`src/rtl/count_sched.sv`:
```
// count_sched: round-robin arbiter that lends one shared up-counter to one
// requester at a time. The winner's counter is cleared and then enabled
// until it reaches the winner's target. The window can also end early if
// the winner drops its request. Each window ends with a one-cycle done
// pulse that carries the winner's id.
module count_sched #(
    parameter int NREQ = 4,
    parameter int CW   = 8,
    parameter int IDW  = 2
) (
    input  logic              clk,
    input  logic              rst,
    input  logic [NREQ-1:0]   req,
    input  logic [NREQ*CW-1:0] tgt,
    input  logic [CW-1:0]     count,
    output logic              cnt_clr,
    output logic              cnt_en,
    output logic [NREQ-1:0]   gnt,
    output logic              busy,
    output logic              done,
    output logic [IDW-1:0]    done_id,
    output logic              abort
);

    // One extra bit so that ptr + k can be reduced modulo NREQ without overflow.
    localparam int SW = IDW + 1;

    typedef enum logic [1:0] {
        IDLE  = 2'd0,
        CLEAR = 2'd1,
        RUN   = 2'd2,
        DONE  = 2'd3
    } state_t;

    state_t            state_reg, state_next;
    logic [IDW-1:0]    ptr_reg;
    logic [IDW-1:0]    id_reg;
    logic [CW-1:0]     tgt_reg;
    logic [NREQ-1:0]   gnt_reg;
    logic              done_reg;
    logic [IDW-1:0]    done_id_reg;
    logic              abort_reg;

    logic              pick_found;
    logic [IDW-1:0]    pick_id;
    logic [SW-1:0]     pick_sum;
    logic              abort_next;

    // Unflattened view of the target bus, one entry per requester.
    logic [CW-1:0]     tgt_arr [NREQ];

    for (genvar gi = 0; gi < NREQ; gi++) begin : g_tgt
        assign tgt_arr[gi] = tgt[gi*CW +: CW];
    end

    // Round-robin pick: first requester at or after ptr+1, wrapping modulo NREQ.
    always_comb begin
        pick_found = 1'b0;
        pick_id    = '0;
        pick_sum   = '0;
        for (int k = 1; k <= NREQ; k++) begin
            pick_sum = {1'b0, ptr_reg} + SW'(k);
            if (pick_sum >= SW'(NREQ)) begin
                pick_sum = pick_sum - SW'(NREQ);
            end
            if (!pick_found && req[pick_sum[IDW-1:0]]) begin
                pick_found = 1'b1;
                pick_id    = pick_sum[IDW-1:0];
            end
        end
    end

    // Next-state logic plus the combinational counter enable used during RUN.
    always_comb begin
        state_next = state_reg;
        abort_next = 1'b0;
        cnt_en     = 1'b0;
        case (state_reg)
            IDLE: begin
                if (pick_found) begin
                    state_next = CLEAR;
                end
            end
            CLEAR: begin
                state_next = RUN;
            end
            RUN: begin
                cnt_en = (count != tgt_reg) && req[id_reg];
                // Reaching the target wins over a simultaneous request drop.
                if (count == tgt_reg) begin
                    state_next = DONE;
                    abort_next = 1'b0;
                end else if (!req[id_reg]) begin
                    state_next = DONE;
                    abort_next = 1'b1;
                end
            end
            DONE: begin
                state_next = IDLE;
            end
            default: begin
                state_next = IDLE;
            end
        endcase
    end

    // State register, grant/target latches and the registered completion outputs.
    always_ff @(posedge clk) begin
        if (rst) begin
            state_reg   <= IDLE;
            ptr_reg     <= IDW'(NREQ - 1);
            id_reg      <= '0;
            tgt_reg     <= '0;
            gnt_reg     <= '0;
            done_reg    <= 1'b0;
            done_id_reg <= '0;
            abort_reg   <= 1'b0;
        end else begin
            state_reg <= state_next;
            done_reg  <= 1'b0;
            abort_reg <= 1'b0;
            case (state_reg)
                IDLE: begin
                    // The target is captured only here; later changes on tgt are ignored.
                    if (pick_found) begin
                        id_reg  <= pick_id;
                        tgt_reg <= tgt_arr[pick_id];
                        gnt_reg <= {{(NREQ-1){1'b0}}, 1'b1} << pick_id;
                    end
                end
                RUN: begin
                    if (state_next == DONE) begin
                        done_reg    <= 1'b1;
                        done_id_reg <= id_reg;
                        abort_reg   <= abort_next;
                    end
                end
                DONE: begin
                    ptr_reg <= id_reg;
                    gnt_reg <= '0;
                end
                default: begin
                end
            endcase
        end
    end

    assign cnt_clr = (state_reg == CLEAR);
    assign busy    = (state_reg != IDLE);
    assign gnt     = gnt_reg;
    assign done    = done_reg;
    assign done_id = done_id_reg;
    assign abort   = abort_reg;

endmodule
```
`config.mk`:
```
export PLATFORM = sky130hd
export DESIGN_NAME = count_sched
export DESIGN_NICKNAME = d
export VERILOG_FILES = /design/src/rtl/count_sched.sv
export SDC_FILE = /design/constraint.sdc
export NUM_CORES = 1
export LEC_CHECK = 0
export ABC_CLOCK_PERIOD_IN_PS = 1800
export CAP_MARGIN = 25
export CORE_MARGIN = 2
export CORE_UTILIZATION = 24
export DETAILED_ROUTE_END_ITERATION = 7
export GPL_TIMING_DRIVEN = 1
export PLACE_DENSITY = 0.54
export SLEW_MARGIN = 10
export SYNTH_ARGS = -nofsm -noshare
export SYNTH_HDL_FRONTEND = slang
export SYNTH_SLANG_ARGS = --single-unit
```
`constraint.sdc`:
```
create_clock -name clk -period 1.8 [get_ports clk]
set_input_delay 0.36 -clock clk [delete_from_list [all_inputs] [get_ports clk]]
set_output_delay 0.36 -clock clk [all_outputs]
set_load 0.05 [all_outputs]
```
Word-level counts from Yosys, hierarchy flattened
Cells that the tools add are included.
- output and inout bits: 11
- word-level logic and storage cells: 86
- bits in registers: 22
- input bits: 46
- add/subtract/negate cells: 8
- mux-type cells: 34
- shift operators: 1
- equality and inequality tests: 7
- order comparisons: 10
- reductions and logical operators: 15
- bitwise logic cells: 3
- operators by type and width (cell ; count):
    2-to-1 mux 2 bit ; 11
    binary-select mux 8 bit (select 2 bit) ; 1
    2-to-1 mux 8 bit ; 2
    >= comparator 3 bit (second input constant) ; 5
    < comparator 2 x 3 -> 1 bit (second input constant) ; 5
    2-to-1 mux 1 bit ; 12
    binary-select mux 1 bit (select 2 bit) ; 5
    == test 8 bit ; 1
    inequality test 8 bit ; 1
    case mux 2 bit (4 select lines) ; 1
    case mux 4 bit (2 select lines) ; 1
    subtractor 2 x 1 -> 2 bit (second input constant) ; 4
    adder 2 x 2 -> 3 bit (second input constant) ; 2
    == test 2 bit (second input constant) ; 3
    AND reduction 2 bit ; 3
    logical AND 1 bit ; 4
    2-to-1 mux 4 bit ; 1
    nonzero test 2 bit ; 2
    OR reduction 4 bit ; 1
    left shift 1 x 2 -> 4 bit (first input constant) ; 1
    adder 2 x 1 -> 3 bit (second input constant) ; 1
    adder 2 x 3 -> 3 bit (second input constant) ; 1
    zero test 1 bit ; 3
    NOT 2 -> 3 bit ; 1
    other kinds (5) ; 6

Logic depth before layout (Yosys ltp)
Gate-level depths: netlist (run 1).
- depth in word-level cells: 20
- depth in mapped cells: 8
- depth with buffers taken out: 7

Worst setup path after synthesis (run 1)
No wires, ideal clock.
- path kind: input-to-output
- start point: input port req[3]
- end point: output port cnt_en
- arrival time: 1.373 ns
- setup slack: 0.067 ns
- path buffers: 1
- stages on the path: 3
- required time: 1.440 ns
- path through: buf_2 -> mux4_2 -> and3_1
- word-level cells in the longest chain between the ends: 4
- RTL lines (what ; RTL line ; RTL):
    start, declared ; 13 ; input logic [NREQ-1:0] req,
    binary-select mux 1 bit (select 2 bit) ; 88 ; cnt_en = (count != tgt_reg) && req[id_reg];
    2-to-1 mux 1 bit (not written as such) ; 88 ;
    logical AND 1 bit ; 88 ;
    2-to-1 mux 1 bit ; 78 ; case (state_reg)
    end, declared ; 17 ; output logic cnt_en,
No other way between the ends. The select of a mux whose other input is x is not followed.

Worst setup path after layout (run 1)
- start point: input port count[3]
- end point: output port cnt_en
- word-level cells in the longest chain between the ends: 3
- RTL lines (what ; RTL line ; RTL):
    start, declared ; 15 ; input logic [CW-1:0] count,
    inequality test 8 bit ; 88 ;
    logical AND 1 bit ; 88 ;
    2-to-1 mux 1 bit ; 78 ;
No other way between the ends.

==> impl.org, run 1 <==
** Drt
- In the final routed layout, each cell accounts on average for approximately 13 um.
- Post-Route WL :: about 4000 um
- DRT Pass-1 Iters :: 4
- After detailed routing, the number of vias per cell comes to about 4.5.
- After detailed routing, the number of remaining DRC violations is 0.
- The detail route stage leaves a number of antenna-violating nets equal to 0.
- Count of routing violations after the opening detailed-route iteration :: 62
- The routed layout has around 1400 vias.

** CTS
- TritonCTS built the clock tree.
- The tree is rooted in a clkbuf_8.
- Clock sink count :: 22
- Number of hold-repair buffers added at the cts stage :: 0
- Clock transition at the registers of the reported paths :: around 80 ps
- The longest clock path from root to sink contains 2 buffers.
- Counting the buffers created by CTS gives 3.
- Once the clock tree was built, the setup fixing pass inserted 0 buffers.
- Worst-Skew Late Latency :: between 200 and 300 ps
- Maximum level of the CTS H-tree :: 1

** Cells and area
- In the final layout, the multi-input gates occupy approximately 980 sq um.
- The final layout contains 290 nets.
- The library cells used most frequently in the layout, excluding fill and tap cells, are buf_4 (34), clkdlybuf4s50_1 (33), mux2i_1 (19).
- In the final layout, the share of cells above drive strength 1 is 0.252.
- Number of standard cells in the layout, taps in and fillers out :: between 300 and 400
- The register with the most flip-flops in the layout has 8 of them.
- Compared with the post-synthesis result, the final layout area differs by 60.2%.
- The number of antenna diodes in the final layout is 0.
- Most common cell after layout, fill and taps aside :: buf_4
- Area used by sequential logic in the layout :: approximately 450 sq um
- After filler insertion, the fill cell instance count of the layout stands at ~610.
- Once layout is complete, the utilization of the core stands at 0.398.

** Placement
- Detailed placement finished with a half-perimeter wire length of approximately 3300 um.
- Routability-driven placement congestion ratio :: between 0.7 and 0.8
- OpenSTA, run right after detailed placement, puts the worst setup slack at -372 ps.
- Count of input and output buffers :: 56
- Once placement completed, the tool counted placed cells totaling slightly above 300.

** Floorplan
- The initial utilization of the core area, before any placement, comes to 0.248.
- Row generation in the floorplan step produced 28 rows.
- Vert. Die Dim :: 82.3 um
- Die outline area :: 6770 sq um
- Die outline width :: around 82 um
- 57 I/O pins were placed.
- The core region is just under 6000 sq um.

** Run
- Count of maximum capacitance violations :: 0

** Setup path
- STA puts the critical path data required time at between 1000 and 1500 ps.
- At the worst endpoint, the arrival time is 1550 ps.
- Delay of the slowest cell on the worst path :: about 290 ps
- The worst setup path is captured at a primary output.
- Worst Setup Start Kind :: primary input
- In this design, the largest share of critical-path delay is due to simple AND/OR/NAND/NOR gates.
- Crit-path slowest cell :: nor4_1
- Along the worst path, the maximum fanout reaches 2.
- Worst setup path category :: in -> out
- Worst path buffer plus inverter count :: 2
- The signal on the critical path passes through dlygate4sd2_1, xor2_1, nor4_1, nand2_1, and3_4, buf_8.

** Synthesis
- Synthesized net count :: 209
- After synthesis, the largest family of logic cells by area is simple AND/OR/NAND/NOR gates.
- Distinct cells, synth :: 41
- The cell area that synthesis handed to floorplanning was about 1500 sq um.
- Adder-Cell Fraction of Synth Area :: 0.0426
- Post-Synth XOR/XNOR Area :: 0.0477
- Synthesis handed over a netlist of 158 instances.
- Counting flops and latches in the post-synthesis netlist gives 22.
- The share of the Yosys chip area taken by registers is 0.300.
- The post-synthesis compound-gate area fraction is 0.153.
- Number of flops mapped to enable cells by yosys :: 0
- During synthesis, Yosys emitted a total of 0 warnings.
- Of the total synthesized cell area, the portion taken by AND, OR, NAND and NOR gates is 0.264.
- Fraction of synthesis flops using an asynchronous set or reset pin :: 0
- After synthesis, the share of cell area in mux cells is 0.145.
- In the synthesized netlist the dominant register cell turns out to be dfxtp_1.
- A synthesized cell averages 9.30 sq um.

** STA
- Total count of max-transition violations in the final report :: 0
- Unrepaired setup endpoints after global routing :: true
- Fin Setup TNS :: -108 ps
- Once routing completed, OpenROAD measured the worst setup slack at -108 ps.
- Max-slew headroom at the worst pin :: 0.779
- Max Clk Rate :: between 0.5 and 0.6 GHz
- Setup violations remaining at the end of the flow were counted as 1.
- Between clock sinks in the finished design, the worst skew comes to 1.58 ps.
- The smallest clock period supported by the final layout is computed as around 1900 ps.
- Final hold violation count :: 0
- At the pin with the least slew margin, the transition time is 332 ps.
- Dividing the final minimum period by the clock period gives 1.06.

** Pwr
- Static leakage power :: about 1.0 nW
- IR analysis of the VDD net gives a maximum drop of 793 uV.
- Power per standard cell area :: 1130 nW/um^2
- Overall power consumption after layout is estimated at 0.00266 W.

** Global routing
- Global-route wire length before repair :: around 6400 um
- Largest net degree at the start of global routing :: 16
- The initial antenna violation count came to 0.
- Tot GR Track Use :: 0.124
- For this run the aggregate overflow at the end of global routing stands at 0.
- Number of global-route vias before repair :: 1319

** Run status
- The checks that failed: setup timing.
- The run finished, with violations left.

** Min path
- The worst hold path belongs to the class reg -> reg.
[area by class of cell]
class / instances / area share
multi-input cells: 126 / 0.416
clock buffers: 4 / 0.0234
inverters: 3 / 0.00478
flip-flops and latches: 22 / 0.190
repair buffers: 83 / 0.326
well taps: 75 / 0.0399
[metal layers]
layer  vias up  share of wire  GRT usage
met1       652           0.49      0.190
met4         0         0.0089     0.0300
met3         2          0.039     0.0163
met5         -              0          0
met2        28           0.46      0.181
li1        731              -          -
[power by group]
group | total, W | leakage, nW | internal [W] | switching [W]
clock network | 0.000360 | 0.0288 | 0.000195 | 0.000165
logic | 0.00153 | 0.798 | 0.000728 | 0.000799
registers | 0.000776 | 0.182 | 0.000652 | 0.000124
[Yosys cell counts (all sizes together), types with 3 or more instances]
| master | number | area share |
|---|---|---|
| dfxtp | 22 | 0.30 |
| mux2i | 19 | 0.13 |
| nand2 | 18 | 0.046 |
| nor2 | 9 | 0.031 |
| nor3b | 9 | 0.046 |
| nand2b | 8 | 0.034 |
| xor2 | 8 | 0.048 |
| a21oi | 6 | 0.020 |
| buf | 5 | 0.036 |
| ha | 5 | 0.043 |
| o221ai | 5 | 0.030 |
| nor4 | 4 | 0.021 |
| o211ai | 4 | 0.020 |
| inv | 3 | 0.0077 |
| nand3 | 3 | 0.010 |
| nor2b | 3 | 0.013 |
| nor3 | 3 | 0.018 |
| o21ai | 3 | 0.010 |
[cell families (layout without fill, tap and decap cells)]
kind of cell | Yosys count | after routing
AND/OR/NAND/NOR | 64 | 64
AO/OA/AOI/OAI | 29 | 29
flip-flops | 22 | 22
buffers and inverters | 10 | 90
multiplexers | 20 | 20
XOR/XNOR | 8 | 8
adder cells (fa/ha/maj) | 5 | 5
[tightest hold or removal path, cell delays in order (launching register included)]
cell      delay, ps
dfxtp_1         320
nand2b_1         60
mux2i_1          60
[repair_timing]
item,in CTS,in global routing
gates resized for setup,19,7
pin swaps,6,3
setup endpoints to repair,14,5
[metrics by stage]
step,cell area [sq um],hold WS [ps]
finish,2350,479
global route,2350,498
CTS,2330,480
detailed placement,2280,464
global placement,2280,464
floorplan,1470,443
[final timing paths]
| check | slack (ps) | from | to | cells after the start |
|---|---|---|---|---|
| setup reg to reg | 140 | ptr_reg[1] | tgt_reg[4] | 6 |
| hold / removal | 480 | done_id[0] | done_id[0] | 2 |
| setup / recovery | -110 | count[3] | cnt_en | 6 |
| hold reg to reg | 480 | done_id[0] | done_id[0] | 2 |
No activity file was read; power rests on OpenSTA's default activity.
==> run 2, diff against run 1 <==
CTS_BUF_LIST = sky130_fd_sc_hd__clkbuf_8 sky130_fd_sc_hd__clkbuf_16   (was not set)
==> results of run 2 <==
Final layout, timing and power as in run 1 (identical DEF).
==> run 3, diff against run 2 <==
==> constraint.sdc (replaced) <==
create_clock -name clk -period 1.8 [get_ports clk]
set_input_delay 0.27 -clock clk [delete_from_list [all_inputs] [get_ports clk]]
set_output_delay 0.27 -clock clk [all_outputs]
set_load 0.05 [all_outputs]
==> run 3 against run 2 <==
  * The run still ends with setup timing left
  * Hold slack worse by 0.57 ps
  * Clock power is 17% lower
  * Die area stayed put
  * Critical path type is now reg -> out
  * Core utilization is 0.66 points higher
  * First-iteration DRC count is 27% lower
  * Highest routed layer unchanged
  * Critical endpoint unchanged
  * Sequential power is 0.8% lower
==> impl.org, run 3 (same netlist as run 1, synthesis figures left out) <==
** CTS
- Maximum level of the CTS H-tree :: 1 (unchanged)
- Clock sink count :: 22 (unchanged)
- The clock latency at the later pin of the worst-skew pair came to 260 ps (about the same).
- The cts-stage hold buffer count is 0 (unchanged).
- Maximum root-to-sink buffer count :: 2 (unchanged)
- TritonCTS clock tree :: done
- The clock transition at the register clock pins on the worst setup and hold paths after CTS was 80 ps (about the same).
- In this run the clock root is driven by a clkbuf_8.
- The CTS buffer count is 3 (unchanged).

** STA
- Unrepaired setup endpoints after global routing :: true
- Final period utilization :: 1.02 (-0.0359)
- The maximum frequency from static timing analysis is 0.542 GHz (+3.5%).
- Worst Tran Pin Value :: 489 ps (+158 ps)
- The count of endpoints failing setup in the final report was 1 (unchanged).
- The shortest clock period the worst path allows after layout came to 1840 ps (-64.5 ps).
- The count of pins over their slew limit is 0 (unchanged).
- Max-slew headroom at the worst pin :: 0.673 (-0.106)
- The number of failing hold endpoints at the final stage came to 0 (unchanged).
- The setup skew after layout came to 2.59 ps (+1.01 ps).
- The final setup slack of the worst path came to -43.4 ps (+64.5 ps).

** Setup path
- The buffers plus inverters on the worst setup path is 2 (unchanged).
- Worst Setup Start Kind :: flip-flop
- Highest fanout seen on the critical path :: 2 (unchanged)
- The number of cell instances on the worst register-to-register path is 8 (+2).
- R2R Path Start :: tgt_reg[6]
- Critical path data required time :: 1530 ps (+90 ps)
- STA classifies the critical path endpoint as a primary output.
- Worst Path Arrival :: 1570 ps (+20 ps)
- In this design, the largest share of critical-path delay is due to simple AND/OR/NAND/NOR gates.
- Delay of the slowest cell on the worst path :: 340 ps (+50 ps)
- Crit-path slowest cell :: dfxtp_2
- Traced cell by cell, the critical path runs through xor2_2, nor4_2, buf_4, nand2_4, and3_4, buf_8.
- The endpoint identified for the worst register-to-register timing path is done_id[0].
- Worst setup path category :: reg -> out
- Flop-to-flop setup slack :: 120 ps (-20 ps)

** Pwr
- Power per standard cell area :: 1110 nW/um^2 (-1.9%)
- Post-route total power :: 0.00266 W (-0.27%)
- Static leakage power :: 1.02 nW (+1.2%)
- Largest voltage drop on the vdd net :: 687 uV (-13%)

** Drt
- The aggregate routed wire length was 3920 um (-3.1%).
- DRT Pass-1 Iters :: 4 (unchanged)
- The total DRC errors in the routed layout was 0 (unchanged).
- The remaining antenna violation count is 0 (unchanged).
- Number of vias in the routed layout :: 1421 (+0.57%)
- Drt via density :: 4.53 (+0.25%)
- Count of routing violations after the opening detailed-route iteration :: 45 (-27%)
- The post-detailed-route wirelength per cell was 12.5 um (-3.4%).

** Floorplan
- The area of the die was 6770 sq um (unchanged).
- Die outline width :: 82.3 um (unchanged)
- Placeable core area :: 5920 sq um (unchanged)
- Top-level I/O count :: 57 (unchanged)
- The initial standard-cell utilization of the core was 0.248 (unchanged).
- Number of rows created at floorplan :: 28 (unchanged)
- The die outline height was 82.3 um (unchanged).

** Cells and area
- The library cells used most frequently in the layout, excluding fill and tap cells, are clkdlybuf4s50_1 (41), buf_4 (31), mux2i_1 (19).
- Antenna diodes :: 0 (unchanged)
- Ratio of cells with drive above 1 in the final layout :: 0.243 (-0.00942)
- Fillers :: 615 (+0.99%)
- Number of flip-flops in the largest register :: 8 (unchanged)
- Net total in the final layout :: 292 (+0.69%)
- Compared with the post-synthesis result, the final layout area differs by 62.8%.
- Number of standard cells in the layout, taps in and fillers out :: 314 (+0.32%)
- The library cell used most frequently in the layout, excluding fill and tap cells, is clkdlybuf4s50_1.
- Design Area, Final :: 2390 sq um (+1.6%)

** Placement
- Routability-driven placement congestion ratio :: 0.759 (-4.3%)
- The placed wire-length estimate was 3200 um (-3.1%).
- The area after detailed placement came to 2280 sq um (+0.11%).
- Placement-stage worst setup slack :: -298 ps (+74.6 ps)
- The count of input and output buffers is 56 (unchanged).
- The number of placed instances, taps included was 309 (unchanged).

** Global routing
- Global-route wire length before repair :: 6100 um (-4.3%)
- The maximum number of pins on one net before global-route repair is 16 (unchanged).
- Global-route congestion overflow total :: 0 (unchanged)
- Number of global-route vias before repair :: 1314 (-0.38%)
- Tot GR Track Use :: 0.117 (-0.00686)
- Antenna violations before repair :: 0 (unchanged)

** Min path
- The startpoint identified for the worst hold timing path is done_id[0].
- Sink of the worst hold path :: done_id[0]
- Hold-critical path depth :: 2 (unchanged)
- Type of the most critical hold path :: reg -> reg

** Run
- The number of violations of the max-capacitance limit is 0 (unchanged).

** Run status
- The run finished, with violations left.
- Violations in the final reports :: setup timing
[run 3: layout make-up]
| class | instances | area (sq um) | share of cell area |
|---|---|---|---|
| Sequential cell | 22 | 447 | 0.187 |
| Timing Repair Buffer | 85 | 790 | 0.330 |
| Multi-Input combinational cell | 126 | 1010 | 0.422 |
| Clock buffer | 3 | 41.3 | 0.0173 |
| Inverter | 3 | 11.3 | 0.00470 |
| Tap cell | 75 | 93.8 | 0.0392 |
[run 3: worst max path at each step]
stage	from	endpoint	slack [ps]	cells after the start
finish	tgt_reg[6]	cnt_en	-40	6
global route	tgt_reg[2]	cnt_en	-120	6
CTS	tgt_reg[7]	cnt_en	-50	6
detailed placement	req[2]	gnt[3]	-300	7
global placement	req[2]	gnt[3]	-260	7
floorplan	state_reg[0]	gnt[3]	130	6
[run 3: where the power goes]
group / switching (W) / total, W / internal [W]
registers: 0.000120 / 0.000770 / 0.000650
clock network: 0.000151 / 0.000300 / 0.000149
logic: 0.000826 / 0.00159 / 0.000761
total: 0.00110 / 0.00266 / 0.00156
[run 3: repair_timing]
item                                    CTS  global route
buffers inserted                          2             0
endpoints found under the setup margin    2            10
gates resized for setup                  16            10
pin swaps                                 5             3
[run 3: through the flow]
| stage | TNS [ps] | util | hold WS, ps |
|---|---|---|---|
| global placement | -3640 | 0.385 | 468 |
| detailed placement | -3810 | 0.385 | 467 |
| global route | -147 | 0.404 | 503 |
| floorplan | 0 | - | 353 |
| finish | -43.4 | 0.404 | 478 |
| CTS | -48.9 | 0.397 | 478 |
[run 3: per-layer routing]
layer  vias up  part of all wire  global-route usage
met3         2             0.030              0.0207
met1       656              0.47               0.168
li1        733                 -                   -
met4         0            0.0084              0.0300
met2        30              0.49               0.179
met5         -                 0                   0
[run 3: worst register-to-register path: cells and delay by family (launching register included)]
family / cells / cell delay, ps
buf+inv: 3 / 470
simple gates: 2 / 340
mux: 1 / 160
flops: 1 / 340
xor+xnor: 1 / 140
compound gates: 1 / 160
